## config.mk

```make
export PLATFORM = sky130hd
export DESIGN_NAME = terminal_writer_flat
export DESIGN_NICKNAME = d
export VERILOG_FILES = /design/src/rtl/terminal_writer_if.sv /design/src/rtl/terminal_writer.sv /design/src/flat_wrapper.sv
export SDC_FILE = /design/constraint.sdc
export NUM_CORES = 1
export LEC_CHECK = 0
export CORE_ASPECT_RATIO = 0.7
export CORE_MARGIN = 2
export CORE_UTILIZATION = 55
export CTS_BUF_LIST = sky130_fd_sc_hd__clkbuf_4
export CTS_CLUSTER_SIZE = 12
export DETAILED_ROUTE_END_ITERATION = 8
export PLACE_DENSITY = 0.75
export SLEW_MARGIN = 20
export SYNTH_ARGS = -nofsm -noshare
export SYNTH_HDL_FRONTEND = slang
export SYNTH_SLANG_ARGS = --single-unit
```

## constraint.sdc

```tcl
create_clock -name pixel_clk_in -period 2.8 [get_ports pixel_clk_in]
set_input_delay 0.28 -clock pixel_clk_in [delete_from_list [all_inputs] [get_ports pixel_clk_in]]
set_output_delay 0.28 -clock pixel_clk_in [all_outputs]
set_load 0.05 [all_outputs]
```

## src/rtl/terminal_writer_if.sv

```systemverilog
// Keystroke handshake, clear request, character-grid write port and cursor status of terminal_writer.
// slave is the writer side; master is whoever supplies keystrokes and observes the grid port.
interface terminal_writer_if #(
    parameter int SCREEN_WIDTH  = 76,
    parameter int SCREEN_HEIGHT = 44
);
    localparam int AW = $clog2(SCREEN_WIDTH * SCREEN_HEIGHT);
    localparam int XW = $clog2(SCREEN_WIDTH);
    localparam int YW = $clog2(SCREEN_HEIGHT);

    logic          char_valid_in;
    logic [7:0]    char_in;
    logic          char_ready_out;
    logic          clear_in;
    logic          tg_write_en;
    logic [AW-1:0] tg_addr;
    logic [7:0]    tg_input;
    logic [XW-1:0] cursor_x_out;
    logic [YW-1:0] cursor_y_out;
    logic          busy_out;

    modport master (
        output char_valid_in, char_in, clear_in,
        input  char_ready_out, tg_write_en, tg_addr, tg_input,
               cursor_x_out, cursor_y_out, busy_out
    );

    modport slave (
        input  char_valid_in, char_in, clear_in,
        output char_ready_out, tg_write_en, tg_addr, tg_input,
               cursor_x_out, cursor_y_out, busy_out
    );
endinterface

```

## src/rtl/terminal_writer.sv

```systemverilog
// Sole writer of the terminal character grid: keystrokes, cursor, row and screen clears; write appears one cycle after acceptance.
// Keystrokes are back-pressured (ready low) whenever a row/screen clear runs or clear_in is high.
module terminal_writer #(
    parameter int SCREEN_WIDTH   = 76,
    parameter int SCREEN_HEIGHT  = 44,
    parameter int CLEAR_ON_RESET = 1
) (
    input  logic             pixel_clk_in,
    input  logic             rst_n_in,
    terminal_writer_if.slave bus
);
    localparam int AW = $clog2(SCREEN_WIDTH * SCREEN_HEIGHT);
    localparam int XW = $clog2(SCREEN_WIDTH);
    localparam int YW = $clog2(SCREEN_HEIGHT);

    localparam logic [AW-1:0] W_A       = AW'(SCREEN_WIDTH);
    localparam logic [AW-1:0] LAST_COL  = AW'(SCREEN_WIDTH - 1);
    localparam logic [AW-1:0] LAST_ADDR = AW'(SCREEN_WIDTH * SCREEN_HEIGHT - 1);
    localparam logic [XW-1:0] X_MAX     = XW'(SCREEN_WIDTH - 1);
    localparam logic [YW-1:0] Y_MAX     = YW'(SCREEN_HEIGHT - 1);
    localparam logic [7:0]    SPACE     = 8'd32;

    typedef enum logic [1:0] {IDLE, CLEAR_ROW, CLEAR_ALL} state_t;
    localparam state_t RESET_STATE = (CLEAR_ON_RESET != 0) ? CLEAR_ALL : IDLE;

    state_t        state_q, state_d;
    logic [XW-1:0] x_q, x_d;
    logic [YW-1:0] y_q, y_d;
    logic [AW-1:0] base_q, base_d;
    logic [AW-1:0] cnt_q, cnt_d;
    logic          last_q, last_d;
    logic          we_q, we_d;
    logic [AW-1:0] addr_q, addr_d;
    logic [7:0]    data_q, data_d;

    logic          ready;
    logic          printable, is_nl, is_bs;
    logic [AW-1:0] nl_base;
    logic [YW-1:0] nl_y;

    assign ready     = (state_q == IDLE) && !bus.clear_in;
    assign printable = bus.char_in inside {8'd32, [8'd97:8'd122], 8'd40, 8'd41, 8'd60, 8'd61, 8'd62};
    assign is_nl     = (bus.char_in == 8'd10) || (bus.char_in == 8'd13);
    assign is_bs     = (bus.char_in == 8'd8);
    assign nl_base   = (y_q == Y_MAX) ? '0 : base_q + W_A;
    assign nl_y      = (y_q == Y_MAX) ? '0 : y_q + YW'(1);

    // cnt_q is the next position a clear will write; last_q marks that the final position is already on the port.
    always_comb begin
        state_d = state_q;
        x_d     = x_q;
        y_d     = y_q;
        base_d  = base_q;
        cnt_d   = cnt_q;
        last_d  = last_q;
        we_d    = 1'b0;
        addr_d  = addr_q;
        data_d  = data_q;
        if (bus.clear_in) begin
            state_d = CLEAR_ALL;
            x_d     = '0;
            y_d     = '0;
            base_d  = '0;
            we_d    = 1'b1;
            addr_d  = '0;
            data_d  = SPACE;
            cnt_d   = AW'(1);
            last_d  = 1'b0;
        end else begin
            case (state_q)
                IDLE: begin
                    if (bus.char_valid_in) begin
                        if (printable) begin
                            we_d   = 1'b1;
                            addr_d = base_q + AW'(x_q);
                            data_d = bus.char_in;
                            if (x_q == X_MAX) begin
                                // Wrap: the row clear starts right after this character's write.
                                x_d     = '0;
                                y_d     = nl_y;
                                base_d  = nl_base;
                                state_d = CLEAR_ROW;
                                cnt_d   = '0;
                                last_d  = 1'b0;
                            end else begin
                                x_d = x_q + XW'(1);
                            end
                        end else if (is_nl) begin
                            x_d     = '0;
                            y_d     = nl_y;
                            base_d  = nl_base;
                            state_d = CLEAR_ROW;
                            we_d    = 1'b1;
                            addr_d  = nl_base;
                            data_d  = SPACE;
                            cnt_d   = AW'(1);
                            last_d  = 1'b0;
                        end else if (is_bs) begin
                            if (x_q != '0) begin
                                x_d    = x_q - XW'(1);
                                we_d   = 1'b1;
                                addr_d = base_q + AW'(x_q) - AW'(1);
                                data_d = SPACE;
                            end else if (y_q != '0) begin
                                x_d    = X_MAX;
                                y_d    = y_q - YW'(1);
                                base_d = base_q - W_A;
                                we_d   = 1'b1;
                                addr_d = base_q - AW'(1);
                                data_d = SPACE;
                            end
                        end
                    end
                end
                CLEAR_ROW, CLEAR_ALL: begin
                    if (last_q) begin
                        state_d = IDLE;
                        cnt_d   = '0;
                        last_d  = 1'b0;
                    end else begin
                        we_d   = 1'b1;
                        data_d = SPACE;
                        addr_d = (state_q == CLEAR_ROW) ? base_q + cnt_q : cnt_q;
                        last_d = (state_q == CLEAR_ROW) ? (cnt_q == LAST_COL) : (cnt_q == LAST_ADDR);
                        if (!last_d) begin
                            cnt_d = cnt_q + AW'(1);
                        end
                    end
                end
                default: state_d = IDLE;
            endcase
        end
    end

    always_ff @(posedge pixel_clk_in or negedge rst_n_in) begin
        if (!rst_n_in) begin
            state_q <= RESET_STATE;
            x_q     <= '0;
            y_q     <= '0;
            base_q  <= '0;
            cnt_q   <= '0;
            last_q  <= 1'b0;
            we_q    <= 1'b0;
            addr_q  <= '0;
            data_q  <= '0;
        end else begin
            state_q <= state_d;
            x_q     <= x_d;
            y_q     <= y_d;
            base_q  <= base_d;
            cnt_q   <= cnt_d;
            last_q  <= last_d;
            we_q    <= we_d;
            addr_q  <= addr_d;
            data_q  <= data_d;
        end
    end

    assign bus.char_ready_out = ready;
    assign bus.busy_out       = (state_q != IDLE);
    assign bus.tg_write_en    = we_q;
    assign bus.tg_addr        = addr_q;
    assign bus.tg_input       = data_q;
    assign bus.cursor_x_out   = x_q;
    assign bus.cursor_y_out   = y_q;
endmodule

```

## src/flat_wrapper.sv

```systemverilog
// flat-port wrapper written by rule: the top's interface ports become plain ports
module terminal_writer_flat 
#(
    parameter int SCREEN_WIDTH   = 76,
    parameter int SCREEN_HEIGHT  = 44,
    parameter int CLEAR_ON_RESET = 1
)
  (pixel_clk_in, rst_n_in, bus_char_valid_in, bus_char_in, bus_clear_in, bus_char_ready_out, bus_tg_write_en, bus_tg_addr, bus_tg_input, bus_cursor_x_out, bus_cursor_y_out, bus_busy_out);
  terminal_writer_if #(.SCREEN_WIDTH(SCREEN_WIDTH), .SCREEN_HEIGHT(SCREEN_HEIGHT)) bus_i ();
  input  logic pixel_clk_in;
  input  logic rst_n_in;
  input wire logic [$bits(bus_i.char_valid_in)-1:0] bus_char_valid_in;
  input wire logic [$bits(bus_i.char_in)-1:0] bus_char_in;
  input wire logic [$bits(bus_i.clear_in)-1:0] bus_clear_in;
  output wire logic [$bits(bus_i.char_ready_out)-1:0] bus_char_ready_out;
  output wire logic [$bits(bus_i.tg_write_en)-1:0] bus_tg_write_en;
  output wire logic [$bits(bus_i.tg_addr)-1:0] bus_tg_addr;
  output wire logic [$bits(bus_i.tg_input)-1:0] bus_tg_input;
  output wire logic [$bits(bus_i.cursor_x_out)-1:0] bus_cursor_x_out;
  output wire logic [$bits(bus_i.cursor_y_out)-1:0] bus_cursor_y_out;
  output wire logic [$bits(bus_i.busy_out)-1:0] bus_busy_out;
  assign bus_i.char_valid_in = bus_char_valid_in;
  assign bus_i.char_in = bus_char_in;
  assign bus_i.clear_in = bus_clear_in;
  assign bus_char_ready_out = bus_i.char_ready_out;
  assign bus_tg_write_en = bus_i.tg_write_en;
  assign bus_tg_addr = bus_i.tg_addr;
  assign bus_tg_input = bus_i.tg_input;
  assign bus_cursor_x_out = bus_i.cursor_x_out;
  assign bus_cursor_y_out = bus_i.cursor_y_out;
  assign bus_busy_out = bus_i.busy_out;
  terminal_writer #(.SCREEN_WIDTH(SCREEN_WIDTH), .SCREEN_HEIGHT(SCREEN_HEIGHT), .CLEAR_ON_RESET(CLEAR_ON_RESET)) u_core (.pixel_clk_in(pixel_clk_in), .rst_n_in(rst_n_in), .bus(bus_i));
endmodule
```

==> results.md, run 1 <==
- Drt initial violations: 731
- Cell taking the most area after synthesis: dfrtp_1
- Clk root buf: clkbuf_4
- Top cells by count, synth: nand2_1 (77), o21ai_0 (68), dfrtp_1 (60), nor2_1 (58), a21oi_1 (43)
- Post-synthesis cell area: 5800 µm²
- Clk_skew: 0.0172 ns
- Design area: 7250 µm²
- Clk_lat worst skew: 0.45 ns
- Via/cell ratio: 6.54
- Final nets: 876
- CP max stage cell: dfrtp_1
- CP delay by family, top: compound AO/OA/AOI/OAI gates
- Max-slew violations: 0
- Asr flop ratio synth: 100%
- GRT Util Overall: 34.3%
- TritonCTS Sinks: 61
- Post-synth EDFFs: 0
- CTS tree: done
- Syn Inst Count: 725
- Post-synthesis sequential area ratio: 26.3%
- Routability Congestion: 0.954
- Detailed Place HPWL: 14700 µm
- Share of layout cells above drive strength 1: 20.9%
- Die Ht: 89.9 µm
- Post-synthesis xor/xnor area fraction: 5.13%
- Post-route minimum period: 2.96 ns
- Synth Area in Compound Gates: 30.7%
- Largest family of logic cells by synthesized area: compound AO/OA/AOI/OAI gates
- Rows: 31
- CTS Buf Count: 9
- Core area: 10300 µm²
- DP Cell Count: 946
- Setup TNS: -0.615 ns
- Cell chain of the critical path: ha_4 > fa_2 > a211oi_4 > or4b_4 > o2111ai_4 > o41ai_4 > nand3_1 > xnor2_1 > a221o_1 > o211ai_1
- # DRC: 0
- Synth warn: 0
- Buffers on Ports: 47
- Net Count, Synth: 769
- HP Class: primary input to async pin
- Tcrit/Tclk final: 106%
- Synth Area per Inst: 8.00 µm²
- Crit path DAT: 3.32 ns
- Count leader, synth: nand2_1
- Simple-gate portion of the synthesized area: 22.7%
- Adder-Cell Fraction of Synth Area: 7.16%
- RSZ-0062 raised after global routing: true
- Slew margin rel.: 46.7%
- Slew @ Worst Pin: 0.793 ns
- Average wire per cell in the routed design: 20.3 µm
- Post-synthesis mux area share: 2.57%
- Crit path largest cell delay: 0.44 ns
- DRT Pass-1 Iters: 5
- Die footprint: 11400 µm²
- Endpoints failing setup: 7
- Yosys reg bits: 61
- PwrDens: 819 nW/µm²
- Fmax: 338 MHz
- Failing checks: setup timing
- Main synth FF type: dfrtp_1
- Setup Crit Path Kind: flip-flop to flip-flop
- CTS HTree Levels: 3
- DP Area: 6910 µm²
- Final core utilization: 70.2%
- Clk buf depth: 2
- Critical R2R Launch: u_core.base_q[0]
- Ranking of synthesized cells by area: dfrtp_1 (26%), ha_1 (6.5%), o21ai_0 (5.9%)
- Ant diodes: 0
- Initial core utilization: 56.2%
- Worst-path clk slew: 0.14 ns
- # Max-Cap Violations: 0
- Final Hold Fails: 0
- Largest net degree at the start of global routing: 29
- Status: complete, but fails checks
- Final Non-Filler Cells: 969
- IO Count: 48
- Critical path peak fanout: 5
- Global-route wire length before repair: 31100 µm
- Critical Path Start: u_core.base_q[0]
- VDD IR-drop max: 0.472 mV
- Critical path buffer and inverter count: 0
- Synth unique cells: 90
- Worst setup EP type: flip-flop
- Final WL: 19600 µm
- Antenna violations before repair: 0
- Total leakage power: 3.11 nW
- Number of global-route vias before repair: 5959
- Launching element type of the critical path: flip-flop
- P&R area growth vs syn: 25.0%
- Worst EP required: 3.17 ns
- Remaining Overflow, GRT: 0
- Die W: 127 µm
- PnR worst setup slack: -0.156 ns
- Yosys top cell area share: 25.9%
- DRT antenna net count: 0
- Via count: 6340
[final timing paths]
kind | cells after the start | to | slack [ns]
max in group asynchronous | 3 | u_core.base_q[4] | 1.86
min reg2reg | 2 | u_core.state_q[1] | 0.48
max reg2reg | 10 | u_core.bus.tg_addr[9] | -0.16
min | 2 | u_core.bus.tg_addr[1] | 0.25
max | 10 | u_core.bus.tg_addr[9] | -0.16
min in group pixel_clk_in | 2 | u_core.state_q[1] | 0.48
[routing by layer]
layer,global-route usage (%),part of all wire (%)
met1,50.5,45
met2,52.4,43
met5,0,0
met3,5.30,10
met4,9.80,1.5
[final cells by class]
cell class / instances / area [µm²]
Clock inverter: 7 / 73.8
Tap cell: 132 / 165
Sequential cell: 61 / 1530
Multi-Input combinational cell: 597 / 4140
Clock buffer: 9 / 67.6
Timing Repair Buffer: 140 / 1180
Inverter: 23 / 86.3
Fill cell: 844 / 3070
[flip-flops by register name (all words and copies together), names as in the netlist]
name                     flops
u_core.base_q               12
u_core.bus.tg_addr          12
u_core.cnt_q                12
u_core.bus.cursor_y_out      6
u_core.bus.cursor_x_out      7
u_core.state_q               2
u_core.bus.tg_input          8
u_core.last_q                1
u_core.bus.tg_write_en       1
[worst reg2reg max path, delay by kind of cell, from the launching register on]
family          cells  cell delay, ns
flops               1            0.44
xor+xnor            1            0.15
compound gates      5            1.36
simple gates        2            0.36
fa+ha+maj           2            0.56
[layout by cell type, fill, tap and decap left out, types with 11 or more instances in the layout]
master and n:
inv_1 21, nor2_1 57, a21oi_1 43, and3_1 15, ha_1 27, a211oi_1 13
buf_4 91, nand3_1 26, o21ai_0 64, xnor2_1 23, nor3_1 20, clkdlybuf4s50_1 45
nand2_1 77, dfrtp_1 58, o31ai_1 14, nand2b_1 11
[per-stage QoR]
| stage | setup slack [ns] | total power, mW | hold slack (ns) |
|---|---|---|---|
| finish | -0.156 | 5.94 | 0.255 |
| global route | -0.297 | 6.30 | 0.282 |
| CTS | -0.170 | 5.75 | 0.245 |
| detailed placement | -0.197 | 4.97 | 0.202 |
| global placement | -0.116 | 4.89 | 0.193 |
| floorplan | -0.157 | 3.83 | -0.0156 |
[power breakdown]
part | switching [mW] | internal, mW
clock | 0.405 | 0.272
combinational | 2.33 | 1.67
sequential | 0.234 | 1.03
total | 2.97 | 2.97
[cells by family (layout without fill, tap and decap cells)]
logic type	Yosys count	count (layout)
xor+xnor	34	34
compound gates	251	252
simple gates	265	265
flops	61	61
fa+ha+maj	32	32
mux	14	14
buf+inv	68	179
[repair_timing]
item / in CTS / in global routing
endpoints found under the setup margin: 27 / 18
buffers inserted: 2 / 3
hold buffers: 1 / 0
endpoints found under the hold margin: 14 / 0
gates cloned: 0 / 1
gates resized for setup: 12 / 18
pin swaps: 16 / 13
Note: power is estimated with default switching activity, not from simulation.
==> inputs of run 2 (changes only) <==
Settings changed: RECOVER_POWER from default to 25.
Clock period 2.8 ns to 2.6 ns, I/O delays scaled along.
==> run 2 against run 1 <==
  * The flow finishes with violations (capacitance limit, slew limit, setup timing)
  * Via count is 5.6% higher
  * Clock skew is 0.0015 ns lower
  * Register-to-register slack worse by 0.22 ns
  * Largest power group unchanged
  * Highest routed layer unchanged
==> results.md, run 2 (synthesis gave the netlist of run 1 again) <==
- DRT Pass-1 Iters: 5
- Remaining Overflow, GRT: 0
- GRT Util Overall: 35.1%
- Worst slack at placement: -0.405 ns
- Most used routing layer: met2
- Average wire per cell in the routed design: 20.3 µm
- Setup Crit Path Kind: flip-flop to flip-flop
- # Max-Cap Violations: 1
- Total leakage power: 3.48 nW
- Worst Hold Path Cells: 2
- CTS Buf Count: 9
- Clk buf depth: 2
- GR Util met2: 53.8%
- Worst-path clk slew: 0.14 ns
- Register area: 1530 µm²
- Number of global-route vias before repair: 6154
- TritonCTS Sinks: 61
- Global-route wire length before repair: 32000 µm
- PwrDens: 877 nW/µm²
- VDD IR-drop max: 0.486 mV
- Most frequent cells in the layout: buf_4 (123), nand2_1 (74), dfrtp_1 (58)
- Endpoints failing setup: 27
- Fmax: 336 MHz
- Clk_skew: 0.0157 ns
- DRT antenna net count: 0
- HP Class: flip-flop to flip-flop
- Core area: 10300 µm²
- GRT met1 Usage: 51.0%
- RSZ-0062 raised after global routing: true
- R2R setup slack: -0.38 ns
- Final Hold Fails: 0
- Ant diodes: 0
- Worst EP required: 2.97 ns
- Drt initial violations: 892
- Share of layout cells above drive strength 1: 28.8%
- Tcrit/Tclk final: 114%
- Clk root buf: clkbuf_4
- Clk_lat worst skew: 0.45 ns
- PnR worst setup slack: -0.377 ns
- Rows: 31
- Critical path peak fanout: 4
- Die Ht: 89.9 µm
- Failing checks: capacitance limit, slew limit, setup timing
- Worst setup EP type: flip-flop
- Final nets: 925
- # DRC: 0
- Worst Reg-to-Reg Cells: 11
- Routability Congestion: 0.967
- Launching element type of the critical path: flip-flop
- CTS HTree Levels: 3
- Slew margin rel.: -3.03%
- Crit path DAT: 3.35 ns
- Detailed Place HPWL: 15000 µm
- Final core utilization: 77.1%
- Slew @ Worst Pin: 1.55 ns
- Via/cell ratio: 6.58
- Status: complete, but fails checks
- P&R area growth vs syn: 37.2%
- Fin Hold WS: 0.489 ns
- Die W: 127 µm
- Met3 Resource Use GR: 6.49%
- Max-slew violations: 28
- Largest net degree at the start of global routing: 36
- Final WL: 20700 µm
- # fillers: 679
- Most common cell after layout, fill and taps aside: buf_4
- IO Count: 48
- Antenna violations before repair: 0
- CTS tree: done
- Buffers on Ports: 47
- Post-route minimum period: 2.98 ns
- Initial core utilization: 56.2%
- Multi-input gate area: 4350 µm²
- Setup TNS: -4.83 ns
- Via count: 6694
- Die footprint: 11400 µm²
-- run 2: cell types whose count changed in the layout (fill, tap and decap cells not counted), sizes merged --
cell and change:
buf +47, clkbuf +3, clkinvlp -3, inv +2
clkdlybuf4s50 -1, clkinv +1, dlymetal6s2s +1, o221ai -1
-- run 2: critical path, cell delays in order (launching register included) --
cell and delay [ns]:
dfrtp_2 0.45, ha_4 0.17, fa_2 0.39, a211oi_4 0.34, o21ba_4 0.20, o22ai_4 0.08
o41ai_4 0.40, buf_4 0.19, nand3_2 0.08, xnor2_1 0.14, a221o_1 0.31, o211ai_1 0.16
-- run 2: layout make-up --
class,count,share of cell area (%)
flip-flops and latches,61,19.2
inverters,23,1.12
clock buffers,9,0.849
multi-input cells,596,54.6
well taps,132,2.08
repair buffers,190,21.1
clock inverters,7,1.02
-- run 2: layer usage --
layer	wire, µm	part of all wire [%]	vias up
met4	437	2.1	0
met2	9190	44	440
li1	-	-	2999
met5	0	0	-
met1	8850	43	3214
met3	2200	11	41
-- run 2: per-stage QoR --
stage / cells / cell area (µm²) / power (mW)
3_5_place_dp: 983 / 7240 / 5.63
5_1_grt: 1018 / 7950 / 7.33
6_report: 1018 / 7950 / 6.97
2_1_floorplan: 725 / 5840 / 4.14
4_1_cts: 1010 / 7610 / 6.61
3_3_place_gp: 983 / 7240 / 5.53
-- run 2: what timing repair did --
item | CTS | global route
cloned | 0 | 1
setup endpoints to repair | 34 | 53
pin swaps | 25 | 28
hold buffers | 1 | 0
hold endpoints to repair | 25 | 0
resized for setup | 31 | 73
buffers inserted | 10 | 7
-- run 2: final timing paths --
kind / from / end
max in group asynchronous: rst_n_in / u_core.bus.cursor_x_out[1]
min in group asynchronous: rst_n_in / u_core.state_q[0]
min: u_core.state_q[1] / u_core.state_q[1]
max reg2reg: u_core.bus.cursor_x_out[0] / u_core.bus.tg_addr[9]
min reg2reg: u_core.state_q[1] / u_core.state_q[1]
max: u_core.bus.cursor_x_out[0] / u_core.bus.tg_addr[9]
-- run 2: where the power goes --
part,switching (mW),internal [mW],leakage (nW)
combinational,2.74,2.13,2.60
clock,0.463,0.306,0.0775
sequential,0.221,1.11,0.802
==> inputs of run 3 (changes only) <==
Settings changed: CORE_UTILIZATION 55 to 50, PLACE_DENSITY 0.75 to 0.73.
==> run 3 against run 2 <==
  * The run still ends with capacitance limit, slew limit, setup timing left
  * Count of clock-buffer cells in the layout stayed put
  * Clock power fell by 6.0%
  * Die area up 9.6%
  * Setup slack worse by 0.073 ns
  * Hold slack lost 0.0016 ns
  * Sequential power barely moved
  * Sequential share of layout area increased by 0.36 points
  * Combinational power about the same
  * Register-to-register slack worse by 0.07 ns
  * Final area decreased by 1.8%
  * Clock skew increased by 0.0086 ns
  * Critical endpoint is now u_core.bus.tg_addr[11]
  * Largest power group unchanged
==> results.md, run 3 (synthesis gave the netlist of run 1 again) <==
- Drt initial violations: 566
- CP max stage cell: dfrtp_1
- Remaining Overflow, GRT: 0
- Largest net degree at the start of global routing: 32
- Sw Pwr: 3.38 mW
- Clk_skew: 0.0243 ns
- Clk root buf: clkbuf_4
- Global-route wire length before repair: 32400 µm
- Via count: 6541
- HP Class: flip-flop to flip-flop
- Endpoints failing setup: 14
- Buffers on Ports: 47
- Max-slew violations: 32
- DP Cell Count: 1014
- IO Count: 48
- VDD IR-drop max: 0.444 mV
- PwrDens: 889 nW/µm²
- Crit path DAT: 3.41 ns
- Fmax: 328 MHz
- Critical path peak fanout: 5
- Sw Ratio: 48.7%
- Final nets: 929
- GRT Util Overall: 33.2%
- PnR worst setup slack: -0.450 ns
- DRT Pass-1 Iters: 6
- Via/cell ratio: 6.27
- Slew @ Worst Pin: 1.90 ns
- # Max-Cap Violations: 1
- Post-route minimum period: 3.05 ns
- Final core utilization: 69.9%
- Tcrit/Tclk final: 117%
- Seq pwr share: 18.9%
- Die footprint: 12500 µm²
- Rows: 32
- Final Hold Fails: 0
- CTS Buf Count: 9
- P&R area growth vs syn: 34.7%
- Share of layout cells above drive strength 1: 27.2%
- Clk buf depth: 2
- RSZ-0062 raised after global routing: true
- Worst-path clk slew: 0.14 ns
- Cell chain of the critical path: ha_4 > fa_2 > a211oi_4 > or4b_4 > o2111ai_4 > o41ai_4 > buf_4 > nand4_1 > xnor2_1 > o22ai_1 > o211a_1
- CTS tree: done
- Crit path largest cell delay: 0.44 ns
- Slew margin rel.: -26.4%
- Die Ht: 94.1 µm
- Most common cell after layout, fill and taps aside: buf_4
- Setup Crit Path Kind: flip-flop to flip-flop
- Ant diodes: 0
- Worst EP required: 2.96 ns
- Setup TNS: -3.00 ns
- Core area: 11200 µm²
- Initial core utilization: 51.9%
- Fin Hold WS: 0.487 ns
- P_int: 3.57 mW
- R2R setup slack: -0.45 ns
- Logic pwr share: 70.7%
- Launching element type of the critical path: flip-flop
- Most frequent cells in the layout: buf_4 (136), nand2_1 (76), dfrtp_1 (57)
- Worst setup EP type: flip-flop
- Final WL: 20700 µm
- Antenna violations before repair: 0
- CTS HTree Levels: 3
- Clk_lat worst skew: 0.46 ns
- TritonCTS Sinks: 61
- Status: complete, but fails checks
- Worst hold path startpoint: u_core.state_q[1]
- Number of global-route vias before repair: 6142
- Die W: 133 µm
- Total leakage power: 3.42 nW
- Critical Path Start: u_core.base_q[0]
- Final Non-Filler Cells: 1043
- DRT antenna net count: 0
- Clk pwr share: 10.4%
- Critical R2R Launch: u_core.base_q[0]
- Routability Congestion: 0.961
- # DRC: 0
- Worst slack at placement: -0.375 ns
- Detailed Place HPWL: 15500 µm
- Average wire per cell in the routed design: 19.8 µm
- Failing checks: capacitance limit, slew limit, setup timing
[run 3: changes by cell type in the layout (fill, tap and decap cells not counted), sizes merged]
cell,previous run,this run
clkbuf,12,11
clkinvlp,1,0
buf,141,146
inv,26,24
clkinv,2,5
[run 3: worst max-delay path: cells and delay by family, from the launching register on]
kind,cells,cell delay (ns)
xor gates and xnor gates,1,0.23
DFF,1,0.44
and+or+nand+nor,2,0.37
buffers and inverters,1,0.19
adders and majority gates,2,0.58
AOI/OAI and AO/OA,5,1.15
[run 3: power by group through the flow]
| stage | Combinational, mW | Clock, mW | Sequential [mW] |
|---|---|---|---|
| 2_1_floorplan | 2.56 | 0 | 1.58 |
| 3_3_place_gp | 4.32 | 0 | 1.32 |
| 3_5_place_dp | 4.40 | 0 | 1.32 |
| 4_1_cts | 4.62 | 0.732 | 1.30 |
| 5_1_grt | 5.25 | 0.777 | 1.33 |
| 6_report | 4.91 | 0.723 | 1.31 |
[run 3: path summary, 6_finish.rpt]
check | endpoint | cells past startpoint
min in group asynchronous | u_core.cnt_q[9] | 2
setup / recovery | u_core.bus.tg_addr[11] | 11
setup reg to reg | u_core.bus.tg_addr[11] | 11
hold / removal | u_core.state_q[1] | 2
max in group asynchronous | u_core.bus.cursor_x_out[0] | 3
hold reg to reg | u_core.state_q[1] | 2
[run 3: stage by stage]
| stage | power, mW | area (µm²) |
|---|---|---|
| floorplan | 4.14 | 5840 |
| global route | 7.35 | 7810 |
| detailed placement | 5.73 | 7320 |
| global placement | 5.63 | 7320 |
| CTS | 6.65 | 7630 |
| finish | 6.95 | 7810 |
[run 3: area by class of cell]
cell class / instances / area [µm²]
multi-input combinational: 596 / 4230
inverter: 23 / 88.8
clock buffer: 9 / 67.6
fill: 870 / 3360
tap: 153 / 191
timing repair buffer: 194 / 1630
clock inverter: 7 / 75.1
sequential: 61 / 1530
[run 3: timing repair]
item,CTS,global route
gates resized for setup,23,42
hold buffers,1,0
endpoints found under the hold margin,30,0
setup endpoints to repair,37,49
buffers inserted,8,5
pin swaps,22,19
[run 3: routing by layer]
metal / vias up / global-route usage [%] / wire length [µm]
met3: 29 / 7.39 / 1970
met5: - / 0 / 0
met4: 0 / 7.44 / 279
met2: 319 / 52.2 / 9130
li1: 3032 / - / -
met1: 3161 / 46.7 / 9320
